<file path="config.mk">
export PLATFORM = sky130hd
export DESIGN_NAME = weightmemory_loader
export DESIGN_NICKNAME = d
export VERILOG_FILES = /design/src/rtl/cutie_weight_pkg.sv /design/src/rtl/weightmemory_loader_encoder.sv /design/src/rtl/weightmemory_loader.sv
export SDC_FILE = /design/constraint.sdc
export NUM_CORES = 1
export LEC_CHECK = 0
export ABC_AREA = 0
export ABC_CLOCK_PERIOD_IN_PS = 10100
export BUFFER_PORTS_ARGS = -buffer_cell sky130_fd_sc_hd__buf_2
export CAP_MARGIN = 20
export CORE_UTILIZATION = 25
export DETAILED_ROUTE_END_ITERATION = 10
export MAX_ROUTING_LAYER = met4
export PLACE_DENSITY = 0.47
export SYNTH_ARGS = -nofsm -noshare
export SYNTH_HDL_FRONTEND = slang
export SYNTH_SLANG_ARGS = --single-unit
</file>
<file path="constraint.sdc">
create_clock -name clk_i -period 10.1 [get_ports clk_i]
set_clock_uncertainty 0.05 [all_clocks]
set_input_delay 2.02 -clock clk_i [delete_from_list [all_inputs] [get_ports clk_i]]
set_output_delay 2.02 -clock clk_i [all_outputs]
set_load 0.005 [all_outputs]
</file>
<file path="src/rtl/cutie_weight_pkg.sv">
// Shared types, trit codes and derived widths for the weight-memory loader.
// Optional readback verify is enabled by WEIGHTMEMORY_LOADER_READBACK_EN.
package cutie_weight_pkg;

  typedef logic [1:0] trit_t;

  localparam trit_t TRIT_ZERO = 2'b00;
  localparam trit_t TRIT_POS  = 2'b01;
  localparam trit_t TRIT_NEG  = 2'b11;

  localparam int TRITS_PER_BEAT = 5;
  localparam int BITS_PER_GROUP = 8;

  function automatic int eff_trits(int n_i, int stagger);
    return n_i / stagger;
  endfunction

  function automatic int phys_trits(int n_i, int stagger);
    return ((eff_trits(n_i, stagger) + TRITS_PER_BEAT - 1)
            / TRITS_PER_BEAT) * TRITS_PER_BEAT;
  endfunction

  function automatic int numdec(int n_i, int stagger);
    return phys_trits(n_i, stagger) / TRITS_PER_BEAT;
  endfunction

  function automatic int pbw(int n_i, int stagger);
    return numdec(n_i, stagger) * BITS_PER_GROUP;
  endfunction

  typedef enum logic [2:0] {
    S_IDLE,
    S_FILL,
    S_WRITE,
`ifdef WEIGHTMEMORY_LOADER_READBACK_EN
    S_VERIFY,
`endif
    S_DONE
  } loader_state_e;

endpackage

</file>
<file path="src/rtl/weightmemory_loader_encoder.sv">
// Packs five trits into one byte as a base-3 number (0->0, +1->1, -1->2),
// trit 0 least significant; the all-zero group encodes to 8'h00.
module weightmemory_loader_encoder
  import cutie_weight_pkg::*;
(
  input  trit_t [4:0] trits_i,
  output logic  [7:0] code_o
);

  logic [7:0] acc;
  logic [1:0] dig;

  always_comb begin
    acc = 8'd0;
    dig = 2'd0;
    for (int j = 4; j >= 0; j--) begin
      unique case (trits_i[j])
        TRIT_POS: dig = 2'd1;
        TRIT_NEG: dig = 2'd2;
        default:  dig = 2'd0;
      endcase
      acc = acc * 8'd3 + {6'd0, dig};
    end
    code_o = acc;
  end

endmodule

</file>
<file path="src/rtl/weightmemory_loader.sv">
// Streams ternary beats into packed words and writes them to the weight bank.
// WEIGHTMEMORY_LOADER_READBACK_EN adds a read-back compare after each write.
module weightmemory_loader
  import cutie_weight_pkg::*;
#(
  parameter  int N_I            = 512,
  parameter  int WEIGHT_STAGGER = 8,
  parameter  int BANKDEPTH      = 90,
  localparam int AW             = $clog2(BANKDEPTH),
  localparam int EFF            = eff_trits(N_I, WEIGHT_STAGGER),
  localparam int NUMDEC         = numdec(N_I, WEIGHT_STAGGER),
  localparam int PBW            = pbw(N_I, WEIGHT_STAGGER)
) (
  input  logic              clk_i,
  input  logic              rst_i,
  input  logic              cfg_start_i,
  input  logic [AW-1:0]     cfg_base_addr_i,
  input  logic [AW:0]       cfg_num_words_i,
  input  logic              in_valid_i,
  output logic              in_ready_o,
  input  trit_t [4:0]       in_trits_i,
  input  logic              mem_read_busy_i,
  output logic              mem_we_o,
  output logic [AW-1:0]     mem_addr_o,
  output logic [PBW-1:0]    mem_wdata_o,
  output logic              busy_o,
  output logic              done_o,
`ifdef WEIGHTMEMORY_LOADER_READBACK_EN
  input  logic [PBW-1:0]    mem_rdata_i,
  output logic              mem_re_o,
`endif
  output logic              mismatch_o
);

  localparam int BW = $clog2(NUMDEC + 1);

  loader_state_e  state_q, state_d;
  logic [BW-1:0]  beat_q, beat_d;
  logic [AW-1:0]  addr_q, addr_d;
  logic [AW:0]    count_q, count_d;
  logic [AW:0]    wdone_q, wdone_d;
  logic [PBW-1:0] word_q, word_d;

  trit_t [4:0]    beat_trits;
  logic [7:0]     beat_code;
  logic [AW-1:0]  addr_nxt;
  logic [AW:0]    wdone_nxt;

  // Trits past the effective vector length are padding and must read as 0.
  always_comb begin
    for (int j = 0; j < 5; j++) begin
      if (5 * int'(beat_q) + j >= EFF) beat_trits[j] = TRIT_ZERO;
      else                             beat_trits[j] = in_trits_i[j];
    end
  end

  weightmemory_loader_encoder u_enc (
    .trits_i (beat_trits),
    .code_o  (beat_code)
  );

  assign addr_nxt  = (addr_q == AW'(BANKDEPTH - 1)) ? '0 : addr_q + 1'b1;
  assign wdone_nxt = wdone_q + 1'b1;

`ifdef WEIGHTMEMORY_LOADER_READBACK_EN
  logic rd_pend_q, rd_pend_d;
  logic mism_q, mism_d;
  assign mismatch_o = mism_q;
`else
  assign mismatch_o = 1'b0;
`endif

  always_comb begin
    state_d    = state_q;
    beat_d     = beat_q;
    addr_d     = addr_q;
    count_d    = count_q;
    wdone_d    = wdone_q;
    word_d     = word_q;
    in_ready_o = 1'b0;
    mem_we_o   = 1'b0;
    done_o     = 1'b0;
`ifdef WEIGHTMEMORY_LOADER_READBACK_EN
    rd_pend_d  = rd_pend_q;
    mism_d     = mism_q;
    mem_re_o   = 1'b0;
`endif
    unique case (state_q)
      S_IDLE: begin
        if (cfg_start_i) begin
          addr_d  = cfg_base_addr_i;
          count_d = cfg_num_words_i;
          wdone_d = '0;
          beat_d  = '0;
`ifdef WEIGHTMEMORY_LOADER_READBACK_EN
          mism_d  = 1'b0;
`endif
          state_d = (cfg_num_words_i == '0) ? S_DONE : S_FILL;
        end
      end
      S_FILL: begin
        in_ready_o = 1'b1;
        if (in_valid_i) begin
          word_d[8*int'(beat_q) +: 8] = beat_code;
          if (beat_q == BW'(NUMDEC - 1)) begin
            beat_d  = '0;
            state_d = S_WRITE;
          end else begin
            beat_d  = beat_q + 1'b1;
          end
        end
      end
      S_WRITE: begin
        if (!mem_read_busy_i) begin
          mem_we_o = 1'b1;
`ifdef WEIGHTMEMORY_LOADER_READBACK_EN
          rd_pend_d = 1'b0;
          state_d   = S_VERIFY;
`else
          addr_d  = addr_nxt;
          wdone_d = wdone_nxt;
          state_d = (wdone_nxt == count_q) ? S_DONE : S_FILL;
`endif
        end
      end
`ifdef WEIGHTMEMORY_LOADER_READBACK_EN
      // Address holds on the written word until its read data is compared.
      S_VERIFY: begin
        if (!rd_pend_q) begin
          if (!mem_read_busy_i) begin
            mem_re_o  = 1'b1;
            rd_pend_d = 1'b1;
          end
        end else begin
          if (mem_rdata_i != word_q) mism_d = 1'b1;
          rd_pend_d = 1'b0;
          addr_d    = addr_nxt;
          wdone_d   = wdone_nxt;
          state_d   = (wdone_nxt == count_q) ? S_DONE : S_FILL;
        end
      end
`endif
      S_DONE: begin
        done_o  = 1'b1;
        state_d = S_IDLE;
      end
      default: state_d = S_IDLE;
    endcase
  end

  always_ff @(posedge clk_i) begin
    if (rst_i) begin
      state_q   <= S_IDLE;
      beat_q    <= '0;
      addr_q    <= '0;
      count_q   <= '0;
      wdone_q   <= '0;
      word_q    <= '0;
`ifdef WEIGHTMEMORY_LOADER_READBACK_EN
      rd_pend_q <= 1'b0;
      mism_q    <= 1'b0;
`endif
    end else begin
      state_q   <= state_d;
      beat_q    <= beat_d;
      addr_q    <= addr_d;
      count_q   <= count_d;
      wdone_q   <= wdone_d;
      word_q    <= word_d;
`ifdef WEIGHTMEMORY_LOADER_READBACK_EN
      rd_pend_q <= rd_pend_d;
      mism_q    <= mism_d;
`endif
    end
  end

  assign mem_addr_o  = addr_q;
  assign mem_wdata_o = word_q;
  assign busy_o      = (state_q != S_IDLE);

endmodule

</file>
==> run_results.csv <==
group,metric,value,unit
critical_path,crit_type,"flip-flop to flip-flop",
placed_design,pre_cts_ws,1.37,ns
drt,drtIter0Drc,342,
placed_design,gp_congestion,0.805,
layout,nets,1089,
sta,slew_headroom,33.0,%
sta,holdWs,0.399,ns
sta,worst_slew_pin_slew,1.00,ns
floorplanning,rows,62,
clocking,cts.sinks,133,
synthesis,synth.avg_cell_area,8.15,um^2
drt,first_pass_iters,5,
synthesis,ys_types,59,
synthesis,synth-seq-cells,133,
layout,drive_above_1_share,18.5,%
synthesis,synth_area_leaders,"dfxtp_1 37%, ha_1 7.6%, nor2_1 6.5%",
sta,fin_ws,1.37,ns
critical_path,cp-start-kind,"flip-flop",
drt,drc,0,
critical_path,arrival,8.99,ns
synthesis,syn-num-nets,973,
drt,drt-total-wl,21900,um
floorplanning,io-pin-count,146,
clocking,hold_buffers,0,
sta,finalCritPeriodShare,86.4,%
layout,area_growth,22.4,%
clocking,clkTransAtPathRegs,0.06,ns
drt,wl_per_cell,15.6,um
run,cap_viol_max_count,0,
critical_path,worstPathMaxFanout,26,
clocking,ctsResizeCount,0,
grt,grt_pass1_vias,6039,
floorplanning,initial_core_util,25.4,%
pwr,power.total,2.33,mW
synthesis,synth_ff_type,"dfxtp_1",
hold_path,holdCritPathClass,"flip-flop to flip-flop",
grt,grt_first_pass_wirelength,34200,um
pwr,total_leakage_power,3.83,nW
pwr,powerDensity,262,nW/um^2
synthesis,synthArstFlopShare,0,%
clocking,clk_latency,0.42,ns
placed_design,port_buffers,144,
grt,grt_antenna_before_repair,0,
sta,rsz0062_at_grt,"no",
grt,grt_overflow,0,
run_status,status,"complete, no violations",
layout,final_area,8890,um^2
sta,max_clock_freq,115,MHz
sta,setup_violations,0,
drt,drt-vias-per-instance,4.68,
grt,grt_max_degree,87,
clocking,cts_max_level,4,
critical_path,ff2ff_setup_slack,1.37,ns
grt,grt_usage,15.5,%
pwr,max-vdd-ir-drop,257,uV
sta,setup_tns,0,ns
synthesis,yosys_warnings,0,
sta,slew_violations,0,
critical_path,endpoint_kind,"flip-flop",
synthesis,netlist_area,7260,um^2
clocking,post_cts_buffers,0,
drt,num_vias,6570,
critical_path,cp_common_cell,"ha_1",
synthesis,synth.top_cell.area_share,36.7,%
floorplanning,die_h,172,um
clocking,clock_path_buffers,2,
critical_path,slowest_stage,"or4b_1",
critical_path,crit_required,10.37,ns
sta,final_hold_viol_count,0,
synthesis,yosys.area.top_type,"dfxtp_1",
synthesis,yosysSeqAreaShare,36.7,%
placed_design,place_area,8280,um^2
synthesis,netlist_instances,891,
clocking,tritoncts,"done",
placed_design,dpl.hpwl,15600,um
floorplanning,die_w,172,um
clocking,cts_root_buffer,"clkbuf_16",
critical_path,critPathMaxStageDelay,0.80,ns
drt,antenna_left,0,
synthesis,synth-edff-count,0,
clocking,cts_buffers,17,
floorplanning,dieArea,29700,um^2
floorplanning,fp.coreArea,28600,um^2
sta,fin_crit,8.73,ns
-- state kept, by name, indices dropped and copies added (netlist names) --
| name | flops |
|---|---|
| count_q | 8 |
| beat_q | 4 |
| wdone_q | 8 |
| mem_wdata_o | 104 |
| mem_addr_o | 7 |
| state_q | 2 |
-- power by group --
group | total [mW] | internal, mW | switching, mW
registers | 0.556 | 0.541 | 0.0145
logic | 1.12 | 0.382 | 0.743
clock network | 0.645 | 0.396 | 0.249
-- metrics by stage --
stage / instances / utilization (%)
5_1_grt: 1404 / 31.0
6_report: 1405 / 31.1
3_3_place_gp: 1371 / 28.9
4_1_cts: 1403 / 31.0
2_1_floorplan: 891 / -
3_5_place_dp: 1371 / 28.9
-- synth_stat cells, types with 2 or more instances --
library cell	n
a21oi_1	79
o21ai_0	39
clkbuf_1	42
or3_1	8
mux2i_1	37
dfxtp_1	133
o211ai_1	3
a211oi_1	6
nor3_1	31
or4b_1	3
a22o_1	2
xnor2_1	17
nand2b_1	10
fa_1	8
o311ai_1	2
nor3b_1	5
nand4b_1	2
buf_4	3
a21o_1	6
nor2_1	126
o311ai_0	2
or2_2	2
or4_1	13
and2_0	5
nor4_1	5
xor2_1	10
nor2b_1	10
nand3_1	52
nand4_1	4
nand2_1	80
a2111oi_4	2
nand3b_1	20
buf_2	7
and3_1	8
a22oi_1	7
and2_1	11
ha_1	44
inv_1	26
-- per-layer routing --
layer | track usage [%] | part of all wire (%) | up-vias
met5 | - | 0 | -
met4 | 3.50 | 1.0 | 0
met3 | 3.71 | 5.4 | 12
met2 | 23.8 | 46 | 125
met1 | 20.5 | 48 | 3086
li1 | - | - | 3347
-- final cells by class --
cell class / count / area [um^2]
Fill cell: 3068 / 19700
Multi-Input combinational cell: 678 / 4270
Sequential cell: 133 / 2660
Timing Repair Buffer: 150 / 772
Tap cell: 384 / 480
Clock buffer: 21 / 450
Clock inverter: 11 / 150
Inverter: 27 / 101
Antenna cell: 1 / 2.50
-- cell families after synthesis --
family                   Yosys count  synth area share (%)
XOR/XNOR                          28                  3.48
buffers and inverters             80                  4.51
other                              1                0.0516
adder cells (fa/ha/maj)           52                  9.79
multiplexers                      37                  5.10
AND/OR/NAND/NOR                  399                  27.0
AO/OA/AOI/OAI                    161                  13.4
flip-flops                       133                  36.7
-- worst max-delay path, delay by kind of cell (launching register included) --
kind / cells / cell delay, ns
AO/OA/AOI/OAI: 4 / 0.61
XOR/XNOR: 2 / 0.31
adder cells (fa/ha/maj): 11 / 3.78
flip-flops: 1 / 0.60
buffers and inverters: 5 / 0.38
AND/OR/NAND/NOR: 9 / 2.87
-- placed cells by master (no fill, tap or decap), drive strengths merged, types with 3 or more instances in the layout --
| cell type | netlist | final |
|---|---|---|
| a211oi | 6 | 6 |
| nor2 | 126 | 126 |
| or4b | 3 | 3 |
| and2 | 16 | 16 |
| xor2 | 10 | 10 |
| and3 | 8 | 8 |
| xnor2 | 18 | 18 |
| o21ai | 40 | 40 |
| nor3b | 5 | 5 |
| nand3b | 20 | 20 |
| a21oi | 80 | 80 |
| o211ai | 3 | 3 |
| mux2i | 37 | 37 |
| ha | 44 | 44 |
| nor4 | 5 | 5 |
| nand2 | 80 | 80 |
| or3 | 8 | 8 |
| inv | 27 | 28 |
| dfxtp | 133 | 133 |
| or4 | 13 | 13 |
| a21o | 6 | 6 |
| nand4 | 4 | 4 |
| nor2b | 10 | 10 |
| nand3 | 53 | 53 |
| nor3 | 31 | 31 |
| bufinv | 0 | 3 |
| a2111oi | 3 | 3 |
| fa | 8 | 8 |
| o311ai | 4 | 4 |
| clkinv | 0 | 5 |
| buf | 11 | 150 |
| a22oi | 7 | 7 |
| nand2b | 11 | 11 |
| clkbuf | 42 | 21 |
-- final timing paths --
path | end | cells after the start | startpoint
setup / recovery | mem_wdata_o[71] | 31 | beat_q[1]
hold / removal | mem_wdata_o[81] | 2 | mem_wdata_o[81]
setup reg to reg | mem_wdata_o[71] | 31 | beat_q[1]
hold reg to reg | mem_wdata_o[81] | 2 | mem_wdata_o[81]
(Power assumes the default switching activity.)
